**config.mk**
```make
export PLATFORM = sky130hd
export DESIGN_NAME = pipe_hazard_ctrl
export DESIGN_NICKNAME = d
export VERILOG_FILES = /design/src/rtl/pipe_hazard_ctrl.sv
export SDC_FILE = /design/constraint.sdc
export NUM_CORES = 1
export LEC_CHECK = 0
export ABC_AREA = 1
export CAP_MARGIN = 30
export CORE_ASPECT_RATIO = 0.7
export CORE_UTILIZATION = 40
export DETAILED_ROUTE_END_ITERATION = 7
export PLACE_DENSITY = 0.65
export SYNTH_ARGS = -nofsm -noshare
export SYNTH_HDL_FRONTEND = slang
export SYNTH_SLANG_ARGS = --single-unit
```
**constraint.sdc**
```tcl
create_clock -name clk -period 5.6 [get_ports clk]
set_input_delay 0.84 -clock clk [delete_from_list [all_inputs] [get_ports clk]]
set_output_delay 0.84 -clock clk [all_outputs]
set_load 0.03 [all_outputs]
```
**src/rtl/pipe_hazard_ctrl.sv**
```systemverilog
// Pipeline hazard controller: memory-wait freeze, branch flush and load-use
// stall arbitration, with wait watchdog and stall/flush performance counters.
module pipe_hazard_ctrl #(
  parameter int unsigned WAIT_LIMIT = 255
) (
  input  logic        clk,
  input  logic        rst,
  input  logic [4:0]  id_rs1_addr,
  input  logic [4:0]  id_rs2_addr,
  input  logic        id_rs1_used,
  input  logic        id_rs2_used,
  input  logic        exe_DM_read,
  input  logic        exe_wen,
  input  logic [4:0]  exe_waddr,
  input  logic        exe_branch_taken,
  input  logic        mem_req,
  input  logic        mem_ready,
  input  logic        clr_cnt,
  output logic        pc_stall,
  output logic        ifid_stall,
  output logic        idexe_stall,
  output logic        exmem_stall,
  output logic        ifid_flush,
  output logic        idexe_flush,
  output logic        memwb_flush,
  output logic        mem_timeout,
  output logic [15:0] stall_cnt,
  output logic [15:0] flush_cnt
);

  localparam int unsigned CNT_W  = 16;
  localparam int unsigned WAIT_W = 8;

  typedef enum logic {
    RUN      = 1'b0,
    MEM_WAIT = 1'b1
  } state_e;

  state_e             state_q;
  logic [WAIT_W-1:0]  wait_q;
  logic [WAIT_W-1:0]  wait_inc;
  logic               mem_timeout_q;
  logic [CNT_W-1:0]   stall_cnt_q;
  logic [CNT_W-1:0]   flush_cnt_q;

  logic freeze_c;
  logic branch_c;
  logic hazard_c;
  logic load_stall_c;
  logic rs1_match_c;
  logic rs2_match_c;

  // Hazard conditions, resolved in priority order freeze > branch > load-use
  assign rs1_match_c  = id_rs1_used && (id_rs1_addr == exe_waddr);
  assign rs2_match_c  = id_rs2_used && (id_rs2_addr == exe_waddr);
  assign hazard_c     = exe_DM_read && exe_wen && (exe_waddr != 5'd0) &&
                        (rs1_match_c || rs2_match_c);
  assign freeze_c     = !rst && mem_req && !mem_ready;
  assign branch_c     = !rst && !freeze_c && exe_branch_taken;
  assign load_stall_c = !rst && !freeze_c && !exe_branch_taken && hazard_c;

  // Saturating next value of the memory-wait counter
  assign wait_inc = (wait_q == {WAIT_W{1'b1}}) ? wait_q : wait_q + WAIT_W'(1);

  // Mealy stall/flush decode; everything forced low while rst is high
  always_comb begin
    pc_stall    = 1'b0;
    ifid_stall  = 1'b0;
    idexe_stall = 1'b0;
    exmem_stall = 1'b0;
    ifid_flush  = 1'b0;
    idexe_flush = 1'b0;
    memwb_flush = 1'b0;
    if (freeze_c) begin
      pc_stall    = 1'b1;
      ifid_stall  = 1'b1;
      idexe_stall = 1'b1;
      exmem_stall = 1'b1;
      memwb_flush = 1'b1;
    end else if (branch_c) begin
      ifid_flush  = 1'b1;
      idexe_flush = 1'b1;
    end else if (load_stall_c) begin
      pc_stall    = 1'b1;
      ifid_stall  = 1'b1;
      idexe_flush = 1'b1;
    end
  end

  // RUN/MEM_WAIT state, wait counter and sticky timeout flag
  always_ff @(posedge clk or posedge rst) begin
    if (rst) begin
      state_q       <= RUN;
      wait_q        <= '0;
      mem_timeout_q <= 1'b0;
    end else begin
      case (state_q)
        RUN: begin
          if (freeze_c) begin
            state_q <= MEM_WAIT;
            wait_q  <= '0;
          end
        end
        MEM_WAIT: begin
          if (mem_ready) begin
            state_q <= RUN;
          end else if (freeze_c) begin
            wait_q <= wait_inc;
            if (32'(wait_inc) >= WAIT_LIMIT) begin
              mem_timeout_q <= 1'b1;
            end
          end
        end
        default: state_q <= RUN;
      endcase
    end
  end

  // Stall-cycle counter: saturating, clear has priority over increment
  always_ff @(posedge clk or posedge rst) begin
    if (rst) begin
      stall_cnt_q <= '0;
    end else if (clr_cnt) begin
      stall_cnt_q <= '0;
    end else if (pc_stall && (stall_cnt_q != {CNT_W{1'b1}})) begin
      stall_cnt_q <= stall_cnt_q + CNT_W'(1);
    end
  end

  // Branch-flush event counter: saturating, clear has priority over increment
  always_ff @(posedge clk or posedge rst) begin
    if (rst) begin
      flush_cnt_q <= '0;
    end else if (clr_cnt) begin
      flush_cnt_q <= '0;
    end else if (branch_c && (flush_cnt_q != {CNT_W{1'b1}})) begin
      flush_cnt_q <= flush_cnt_q + CNT_W'(1);
    end
  end

  assign mem_timeout = mem_timeout_q;
  assign stall_cnt   = stall_cnt_q;
  assign flush_cnt   = flush_cnt_q;

endmodule

```
==> reports/qor.yml <==
placement:
  dp_hpwl_mm: 5.287
  port_buffers: 64
  pre_cts_ws_ns: 1.565
  gp_congestion: 0.8279
clock_tree:
  cts_post_setup_buffers_inserted: 0
  cts_buffers: 5
  post_cts_resized: 0
  cts-root-buf: "clkbuf_8"
  clkLatencyLatePin_ns: 0.29
  ctsHtreeMaxLevel: 2
  hold_buffers: 0
  tritoncts: "yes"
  clkTransAtPathRegs_ns: 0.08
  cts.sinks: 42
  clk_path_buf_depth: 2
job:
  drv_cap: 0
yosys:
  async_flop_share_pct: 100.0
  netlist_top_cells_area: "dfrtp_1 (36%), nand2_1 (16%), nand3_1 (7.5%)"
  syn_nets: 445
  syn_area_mm2: 0.002937
  synthFlopType: "dfrtp_1"
  synth-seq-cells: 42
  synth.top_cell.area_share_pct: 35.79
  ys_seq_area_share_pct: 35.79
  synth_edf_count: 0
  syn_inst: 417
  avgSynthCellArea_um2: 7.042
  yosysWarnings: 0
  synth_common_cells: "nand2_1 (126), inv_1 (47), nor2_1 (46), nand3_1 (44), dfrtp_1 (42)"
  synth_top_area_cell: "dfrtp_1"
  synth_most_common_cell: "nand2_1"
  synthDistinctLibCells: 32
routing:
  vias: 2803
  avgRoutedWirePerCell_um: 12.89
  firstDrtPassIters: 4
  wl_mm: 7.373
  drc_errors: 0
  drt-initial-drc-count: 200
  final_antenna_net_count: 0
  via_per_inst: 4.900
critical_path:
  start_kind: "input port"
  worst-endpoint-arrival_ns: 3.12
  crit_fanout: 43
  crit_type: "input port to output pin"
  critPathCaptureType: "output pin"
  crit_required_ns: 4.76
timing:
  min_period_ns: 3.961
  slew_headroom_pct: 62.91
  fin_setup_tns_ns: 0
  rsz0062_at_grt: "no"
  worst_pin_slew_ns: 0.5563
  period_share_pct: 70.74
  hold_ws_ns: 0.4848
  final_hold_viol_count: 0
  slew_violations: 0
  setup-violations-final: 0
  skew_ns: 0.008958
  timing.fmax_mhz: 252.4
  finalWorstSetupSlack_ns: 1.639
power_and_ir_drop:
  p_sw_share_pct: 26.59
  pwr-share-comb_pct: 14.4
  power.switching_uw: 159.8
  p_per_area_mw_per_mm2: 161.8
  power_uw: 601.2
  clkPwrFrac_pct: 33.7
  seqPwrFrac_pct: 51.9
  internal_power_uw: 441.4
  ir_worst_vdd_mv: 0.09454
  leakage_uw: 0.001798
floorplan:
  start_util_pct: 42.48
  die_w_um: 104.4
  pin_count: 65
  fp.dieH_um: 73.69
  core_mm2: 0.006913
  die_area_mm2: 0.007693
  rows: 25
finish:
  antenna_cells: 0
  nNetsFinal: 505
  fillers: 675
  area_growth_pct: 26.54
  drive_gt1_share_pct: 6.276
global_routing:
  gr-total-overflow: 0
  grt_usage_pct: 20.44
  grt_pass1_vias: 2612
  grt_max_degree: 44
  grt_pass1_wl_mm: 12.63
  antenna_found_initial: 0
status:
  status: "finished clean"
worst_hold_path:
  hp-class: "flop to flop"
-- cell usage in the layout, fill, tap and decap left out, types with 4 or more instances in the layout --
cell type,count
nor3_1,5
nand4_1,23
inv_1,47
dfrtp_1,42
nor2_1,46
nor2_4,4
nand3_1,44
clkbuf_8,6
nand2_1,126
clkdlybuf4s50_1,64
o21ai_0,13
xor2_1,24
-- final timing paths --
check,startpoint,end,slack (ns),cells past startpoint
max in group asynchronous,rst,stall_cnt[1],4.13,3
max reg2reg,stall_cnt[0],stall_cnt[3],3.54,9
min,mem_timeout,mem_timeout,0.48,2
max,rst,pc_stall,1.64,8
min in group asynchronous,rst,wait_q[4],1.08,3
min reg2reg,mem_timeout,mem_timeout,0.48,2
-- sequential cells by signal, indices dropped and copies added (netlist names) --
name and count:
stall_cnt 16, wait_q 8, state_q 1, mem_timeout 1
flush_cnt 16
-- cell type report --
type / count / area, um2 / share of cell area [%]
clock buffer: 7 / 86.33 / 2.323
clock inverter: 1 / 5.005 / 0.1347
sequential: 42 / 1051 / 28.28
multi-input combinational: 312 / 1610 / 43.33
timing repair buffer: 66 / 655.6 / 17.64
inverter: 50 / 190.2 / 5.118
tap: 94 / 117.6 / 3.165
-- metrics by stage --
step	util (%)	cell area (um2)	cells
floorplan	-	2937	417
global placement	52.43	3625	564
detailed placement	52.43	3625	564
CTS	53.76	3716	572
global route	53.76	3716	572
finish	53.76	3716	572
-- power groups by stage --
stage | combinational, uW | clock [uW] | sequential [uW]
3_5_place_dp | 87.2 | 0 | 318
3_3_place_gp | 86.2 | 0 | 318
2_1_floorplan | 50.2 | 0 | 319
6_report | 86.7 | 203 | 312
5_1_grt | 97.3 | 223 | 313
4_1_cts | 87.8 | 209 | 312
-- worst max-delay path: stages --
cell	delay, ns
clkdlybuf4s50_1	0.45
inv_2	0.09
buf_4	0.46
nand3_1	0.14
nor2_1	0.11
nand2_1	0.10
nand2_4	0.20
clkdlybuf4s50_1	0.72
-- kinds of logic after synthesis --
family	synth area share (%)
AND/OR/NAND/NOR	41.20
adder cells (fa/ha/maj)	1.278
AO/OA/AOI/OAI	4.303
buffers and inverters	9.374
XOR/XNOR	8.053
flip-flops	35.79
-- metal layers --
| layer | vias to the layer above | routed length, um | global-route usage [%] |
|---|---|---|---|
| li1 | 1451 | - | - |
| met1 | 1270 | 3851 | 30.26 |
| met2 | 79 | 3066 | 31.05 |
| met3 | 3 | 438 | 3.727 |
| met4 | 0 | 17 | 3.968 |
| met5 | - | 0 | 0 |
Power figures use the tool's default switching activity.
==> variant, RTL diff (same settings) <==
Change the parameter `WAIT_LIMIT` from 255 to 127.
--- a/src/rtl/pipe_hazard_ctrl.sv
+++ b/src/rtl/pipe_hazard_ctrl.sv
@@ -2,5 +2,5 @@
 // stall arbitration, with wait watchdog and stall/flush performance counters.
 module pipe_hazard_ctrl #(
-  parameter int unsigned WAIT_LIMIT = 255
+  parameter int unsigned WAIT_LIMIT = 127
 ) (
   input  logic        clk,
Formal check against the unedited RTL: no difference found for any inputs over 10 cycles, from zero or initial values and one cycle with rst high; that may be too few to reach the edited logic, so the function may still have changed.
==> variant against the original RTL <==
  * Worst setup slack worse by 0.00062 ns
  * Synthesized cell count decreased by 2.9%
  * Critical endpoint unchanged
  * Routed wire length shrank 3.6%
  * Count of clock-buffer cells in the layout shrank 1
  * Sequential cell count unchanged
  * Largest cell class unchanged
  * Clock skew shrank 0.0062 ns
  * Design area is 1.3% lower
  * Synthesized area decreased by 2.1%
  * Register-to-register slack lost 0.11 ns
  * Power up 1.4%
==> variant: results (changes against the original RTL) <==
\begin{tabular}{lr}
\hline
Metric & Value \\
\hline
\multicolumn{2}{l}{\textbf{Routing}} \\
\quad Total Routed Length & 7.11 mm (was 7.37 mm) \\
\quad Via-to-Cell Ratio & 4.92 (was 4.90) \\
\quad Violation count after the first detailed-routing iteration & 130 (was 200) \\
\quad First-pass iteration count of the detailed router & 5 (was 4) \\
\multicolumn{2}{l}{\textbf{Cells and area}} \\
\quad Filler cell count & 668 (was 675) \\
\quad Fraction of final layout cells sized beyond drive strength 1 & 6.62\% (was 6.28\%) \\
\quad NumNets Final & 495 (was 505) \\
\multicolumn{2}{l}{\textbf{Critical path}} \\
\quad Minimum setup slack among reg-to-reg paths & 3.43 ns (was 3.54 ns) \\
\multicolumn{2}{l}{\textbf{Logic synthesis}} \\
\quad Synth cell types & 35 (was 32) \\
\quad Ranking of synthesized cells by instance count & 111 x sky130\_fd\_sc\_hd\_\_nand2\_1, 52 x sky130\_fd\_sc\_hd\_\_inv\_1, 42 x sky130\_fd\_sc\_hd\_\_dfrtp\_1 (was 126 x sky130\_fd\_sc\_hd\_\_nand2\_1, 47 x sky130\_fd\_sc\_hd\_\_inv\_1, 46 x sky130\_fd\_sc\_hd\_\_nor2\_1) \\
\quad Fraction of the yosys area taken by sequential cells & 36.6\% (was 35.8\%) \\
\quad Area contributors post-synth & sky130\_fd\_sc\_hd\_\_dfrtp\_1 37\%, sky130\_fd\_sc\_hd\_\_nand2\_1 14\%, sky130\_fd\_sc\_hd\_\_nand3\_1 6.8\%, sky130\_fd\_sc\_hd\_\_inv\_1 6.8\%, sky130\_fd\_sc\_hd\_\_xor2\_1 6.1\% (was sky130\_fd\_sc\_hd\_\_dfrtp\_1 36\%, sky130\_fd\_sc\_hd\_\_nand2\_1 16\%, sky130\_fd\_sc\_hd\_\_nand3\_1 7.5\%, sky130\_fd\_sc\_hd\_\_xor2\_1 7.2\%, sky130\_fd\_sc\_hd\_\_inv\_1 6.0\%) \\
\multicolumn{2}{l}{\textbf{Outcome}} \\
\quad Outcome & completed (unchanged) \\
\multicolumn{2}{l}{\textbf{Placed design}} \\
\quad Global placer's final weighted congestion & 0.887 (was 0.828) \\
\quad Detailed-placement wirelength estimate & 5.39 mm (was 5.29 mm) \\
\multicolumn{2}{l}{\textbf{Timing}} \\
\quad Worst slew margin relative to its limit & 63.2\% (was 62.9\%) \\
\multicolumn{2}{l}{\textbf{Global route}} \\
\quad Wire length of the first global-routing pass & 12.0 mm (was 12.6 mm) \\
\quad Global router's overall resource usage & 20.6\% (was 20.4\%) \\
\multicolumn{2}{l}{\textbf{Power and ir drop}} \\
\quad Maximum resistive drop on vdd & 0.125 mV (was 0.0945 mV) \\
\quad Leak Pwr & 0.00174 uW (was 0.00180 uW) \\
\hline
\end{tabular}
## variant: final cells by class
class / count / share of cell area, %
clock inverters: 2 / 0.341
inverters: 57 / 5.90
well taps: 94 / 3.21
clock buffers: 6 / 2.25
multi-input cells: 295 / 41.8
flip-flops and latches: 42 / 28.6
repair buffers: 66 / 17.9
## variant: critical path, stage by stage
cell                              delay (ns)
sky130_fd_sc_hd__clkdlybuf4s50_1        0.45
sky130_fd_sc_hd__inv_2                  0.10
sky130_fd_sc_hd__buf_4                  0.47
sky130_fd_sc_hd__nand3_2                0.12
sky130_fd_sc_hd__nor2_1                 0.13
sky130_fd_sc_hd__nand2_2                0.09
sky130_fd_sc_hd__nand2_4                0.20
sky130_fd_sc_hd__clkdlybuf4s50_1        0.71
## variant: cell families (layout without fill, tap and decap cells)
kind of cell,count (synthesis),after routing,synth area share (%)
AO/OA/AOI/OAI,33,33,6.66
XOR/XNOR,22,22,6.70
adder cells (fa/ha/maj),3,3,1.31
buffers and inverters,68,131,10.1
flip-flops,42,42,36.6
AND/OR/NAND/NOR,237,237,38.7
## variant: power by group
part           total [uW]  internal (uW)  switching [uW]
clock                 203           99.1             104
sequential            315            309            6.43
combinational        91.3           36.9            54.4
total                 610            445             165
## variant: per-stage QoR
step                instance area [um2]  hold slack, ns  cells
finish                             3670           0.497    562
global route                       3670           0.540    562
detailed placement                 3570           0.474    554
CTS                                3670           0.500    562
floorplan                          2870           0.492    405
global placement                   3570           0.478    554
## variant: worst paths after layout
check	cells past startpoint	endpoint	start
min in group asynchronous	3	wait_q[3]	rst
worst min register to register	2	mem_timeout	mem_timeout
worst min-delay path	2	mem_timeout	mem_timeout
worst max register to register	11	flush_cnt[3]	flush_cnt[0]
max in group asynchronous	3	stall_cnt[7]	rst
worst max-delay path	8	pc_stall	rst
## variant: metal layers
layer / GRT usage [%] / vias up / share of wire [%]
met5: 0 / - / 0
met4: 3.76 / 0 / 0.58
met3: 3.93 / 4 / 4.8
met2: 28.7 / 61 / 41
met1: 32.7 / 1257 / 54
li1: - / 1442 / -
